<file path="src/rtl/mem_arbiter.sv">
// Two-requester round-robin arbiter in front of a single ready/valid data memory port.
// One transaction in flight; a response timeout turns a hung memory into an all-ones error reply.
module mem_arbiter #(
  parameter int ADDR_W  = 32,
  parameter int DATA_W  = 32,
  parameter int TIMEOUT = 16
) (
  input  logic                clk,
  input  logic                reset,

  input  logic                m0_ready,
  input  logic [ADDR_W-1:0]   m0_addr,
  input  logic [DATA_W-1:0]   m0_wdata,
  input  logic [DATA_W/8-1:0] m0_wstrb,
  output logic                m0_valid,
  output logic [DATA_W-1:0]   m0_rdata,

  input  logic                m1_ready,
  input  logic [ADDR_W-1:0]   m1_addr,
  input  logic [DATA_W-1:0]   m1_wdata,
  input  logic [DATA_W/8-1:0] m1_wstrb,
  output logic                m1_valid,
  output logic [DATA_W-1:0]   m1_rdata,

  output logic                mem_ready,
  output logic [ADDR_W-1:0]   mem_addr,
  output logic [DATA_W-1:0]   mem_wdata,
  output logic [DATA_W/8-1:0] mem_wstrb,
  input  logic                mem_valid,
  input  logic [DATA_W-1:0]   mem_rdata,

  output logic                busy,
  output logic                timeout_err
);

  localparam logic [1:0] IDLE  = 2'd0;
  localparam logic [1:0] ISSUE = 2'd1;
  localparam logic [1:0] RESP  = 2'd2;

  localparam int TW = (TIMEOUT > 1) ? $clog2(TIMEOUT) : 1;
  localparam logic [TW-1:0] TLAST = (TIMEOUT > 0) ? TW'(TIMEOUT - 1) : '0;

  logic [1:0]        state;
  logic              grant;
  logic              last_grant;
  logic [TW-1:0]     timer;

  logic              req_any;
  logic              winner;
  logic              expire;
  logic              done;
  logic [DATA_W-1:0] resp_data;

  // A real response in the expiry cycle takes priority over the timeout.
  always_comb begin
    req_any   = m0_ready | m1_ready;
    winner    = (m0_ready && m1_ready) ? ~last_grant : m1_ready;
    expire    = (TIMEOUT != 0) && (timer == TLAST);
    done      = mem_valid || expire;
    resp_data = mem_valid ? mem_rdata : '1;
  end

  assign busy = (state != IDLE);

  always_ff @(posedge clk or posedge reset) begin
    if (reset) begin
      state       <= IDLE;
      grant       <= 1'b0;
      last_grant  <= 1'b1;
      timer       <= '0;
      mem_ready   <= 1'b0;
      mem_addr    <= '0;
      mem_wdata   <= '0;
      mem_wstrb   <= '0;
      m0_valid    <= 1'b0;
      m0_rdata    <= '0;
      m1_valid    <= 1'b0;
      m1_rdata    <= '0;
      timeout_err <= 1'b0;
    end else begin
      m0_valid    <= 1'b0;
      m1_valid    <= 1'b0;
      timeout_err <= 1'b0;
      case (state)
        IDLE: begin
          if (req_any) begin
            mem_addr   <= winner ? m1_addr  : m0_addr;
            mem_wdata  <= winner ? m1_wdata : m0_wdata;
            mem_wstrb  <= winner ? m1_wstrb : m0_wstrb;
            mem_ready  <= 1'b1;
            grant      <= winner;
            last_grant <= winner;
            timer      <= '0;
            state      <= ISSUE;
          end
        end
        ISSUE: begin
          if (done) begin
            mem_ready   <= 1'b0;
            timeout_err <= ~mem_valid;
            state       <= RESP;
            // The response pulse is registered here so it is visible in the RESP cycle.
            if (grant) begin
              m1_valid <= 1'b1;
              m1_rdata <= resp_data;
            end else begin
              m0_valid <= 1'b1;
              m0_rdata <= resp_data;
            end
          end else if (TIMEOUT != 0) begin
            timer <= timer + 1'b1;
          end
        end
        RESP: begin
          state <= IDLE;
        end
        default: begin
          state <= IDLE;
        end
      endcase
    end
  end

endmodule

</file>
<file path="config.mk">
export PLATFORM = sky130hd
export DESIGN_NAME = mem_arbiter
export DESIGN_NICKNAME = d
export VERILOG_FILES = /design/src/rtl/mem_arbiter.sv
export SDC_FILE = /design/constraint.sdc
export NUM_CORES = 1
export LEC_CHECK = 0
export CORE_ASPECT_RATIO = 0.5
export CORE_MARGIN = 2
export CORE_UTILIZATION = 43
export DETAILED_ROUTE_END_ITERATION = 12
export HOLD_SLACK_MARGIN = 0.15
export PLACE_DENSITY = 0.92
export SLEW_MARGIN = 20
export SYNTH_ARGS = -nofsm -noshare
export SYNTH_HDL_FRONTEND = slang
export SYNTH_SLANG_ARGS = --single-unit
</file>
<file path="constraint.sdc">
create_clock -name clk -period 14.17 [get_ports clk]
set_input_delay 2.834 -clock clk [delete_from_list [all_inputs] [get_ports clk]]
set_output_delay 2.834 -clock clk [all_outputs]
set_load 0.1 [all_outputs]
</file>
==> flow_summary_export.csv <==
group,metric,value,unit
timing,fin_worst_skew,10.0,ps
route,routedWlPerCell,18.5,µm
route,ant_nets,0,
route,firstDrtPassIters,6,
route,drc,0,
route,drtIter0Drc,459,
global_routing,grt_pass1_vias,5464,
worst_hold_path,hp-class,"flop to flop",
placement,gp_congestion,0.799,
timing,worst_pin_slew,1040,ps
global_routing,grt_antenna_before_repair,0,
worst_hold_path,hold_depth,2,
timing,drv_slew,0,
clock_tree,htreeDepth,4,
synth,synth-seq-area-share,0.596,
worst_setup_path,startpoint,"state[1]",
synth,yosysWarnings,0,
final_layout,finalNetCount,963,
final_layout,final_util,0.721,
synth,synth_ff_type,"dfrtp_1",
floorplanning,die_h,87.9,µm
timing,max_freq,197,MHz
timing,slew_headroom,0.302,
clock_tree,ctsHoldBuffers,0,
global_routing,grt.overflow.total,0,
synth,synth_top_area_frac,0.592,
timing,setup_viol_count_final,0,
floorplanning,initial_core_util,0.444,
route,viasPerCell,5.34,
global_routing,grt_max_degree,94,
floorplanning,rows,30,
worst_setup_path,worstSetupEndpointType,"output port",
worst_setup_path,start_kind,"flop",
synth,synth_area,6050,µm²
clock_tree,cts-root-buf,"clkbuf_16",
timing,rsz0062_at_grt,"false",
floorplanning,core-area,13600,µm²
final_layout,fillers,957,
synth,ys_types,35,
synth,async_flop_share,1.00,
clock_tree,cts_tree,"yes",
synth,synth_seq_cells,144,
worst_setup_path,r2r_setup_slack,11890,ps
global_routing,grt_pass1_wl,28200,µm
placement,place.detailed.hpwl,12900,µm
final_layout,area.sequential,3600,µm²
clock_tree,clkTransAtPathRegs,60,ps
timing,finalHoldViolations,0,
flow_run,drv_cap,0,
worst_setup_path,r2r_cells,4,
worst_setup_path,critPathMaxFanout,5,
global_routing,track_usage,0.241,
floorplanning,boundaryPins,310,
clock_tree,clock_tree.buffer_depth,2,
placement,io_buffers,309,
synth,synth.area.top_cells,"dfrtp_1, mux2i_1, o21ai_0",
worst_setup_path,worst-endpoint-required,11340,ps
clock_tree,cts-resized-gates,0,
route,drt_wl_total,18400,µm
run_status,status,"finished clean",
route,vias,5309,
worst_setup_path,rr_startpoint,"last_grant",
worst_hold_path,hold_start,"mem_wdata[17]",
timing,finalCriticalPeriod,5080,ps
final_layout,antenna_cells,0,
synth,synth_edf_count,0,
clock_tree,post_cts_buffers,0,
final_layout,drive_above_1_share,0.0748,
synth,synthCells,493,
floorplanning,die_area,15100,µm²
worst_setup_path,critical_path_arrival,2250,ps
final_layout,area_delta_synth_final,62.4,%
timing,tns,0,ps
worst_setup_path,worstSetupPathType,"flop to output port",
synth,syn_area_per_cell,12.3,µm²
final_layout,multiInputGateArea,2220,µm²
clock_tree,cts.sinks,144,
clock_tree,cts_made_buffers,17,
floorplanning,fp.dieW,172,µm
synth,synth_area_leader_cell,"dfrtp_1",
synth,syn_nets,667,
timing,post-route-period-util,0.359,
clock_tree,worstSkewPairLatency,400,ps
cells in the mapped netlist, drive strengths merged (2+ instances only):
master,instances
o21ai,139
inv,3
nor2,5
a31oi,2
a21oi,2
nand3,4
nor3b,3
o22a,64
dfrtp,143
buf,15
nand2,2
o2bb2ai,2
mux2i,69
clkbuf,26
registers in the layout (all words and copies together), names as in the netlist:
name and count:
timeout_err 1, last_grant 1, state 2, m0_rdata 32, mem_wdata 32, mem_addr 32, m1_rdata 32, mem_ready 1
grant 1, mem_wstrb 4, m1_valid 1, timer 4, m0_valid 1
final timing paths:
check | to
min | mem_wdata[17]
max reg2reg | mem_wdata[1]
max | busy
max in group asynchronous | m1_rdata[22]
min in group asynchronous | mem_wdata[12]
min reg2reg | mem_wdata[17]
critical path, cell delays in order, from the launching register on:
cell             delay [ps]
dfrtp_1                 440
nor2_2                  260
clkinv_1                140
clkdlybuf4s50_1        1000
final cells by class:
cell class	count	share of cell area
clock buffer	18	0.0447
tap	192	0.0245
multi-input combinational	304	0.226
inverter	4	0.00204
timing repair buffer	318	0.322
clock inverter	14	0.0138
sequential	144	0.367
cell families (layout without fill, tap and decap cells):
group           after synthesis  in the layout  share of synthesized area
compound gates              213            213                      0.224
flops                       144            144                      0.596
mux                          69             69                      0.114
buf+inv                      45            354                     0.0405
simple gates                 21             21                     0.0232
fa+ha+maj                     1              1                    0.00207
stage by stage:
step	setup slack (ps)	instances	cell area, µm²	hold slack (ps)
3_3_place_gp	9030	962	9250	489
4_1_cts	9070	994	9820	511
3_5_place_dp	8910	962	9250	496
6_report	9090	994	9820	503
2_1_floorplan	7470	493	6050	479
5_1_grt	8980	994	9820	518
layer usage:
layer  routed length [µm]  share of wire  GRT usage
met1                 7020           0.38      0.280
met2                 9740           0.53      0.436
met3                 1180          0.064     0.0655
met4                  431          0.023     0.0809
met5                    0              0          0
placed cells by master (no fill, tap or decap), drive strengths merged, types with 2 or more instances in the layout:
master and instances:
a31oi 2, o21ai 139, nand2 2, a21oi 2, nor2 5, o2bb2ai 2, mux2i 69, o22a 64
nand3 4, dfrtp 143, inv 13, clkbuf 18, clkinv 3, buf 9, nor3b 3, clkinvlp 2
clkdlybuf4s50 309
Power is not shown: default switching activity piles up to over one toggle a cycle in this logic, so the estimate is an artifact.
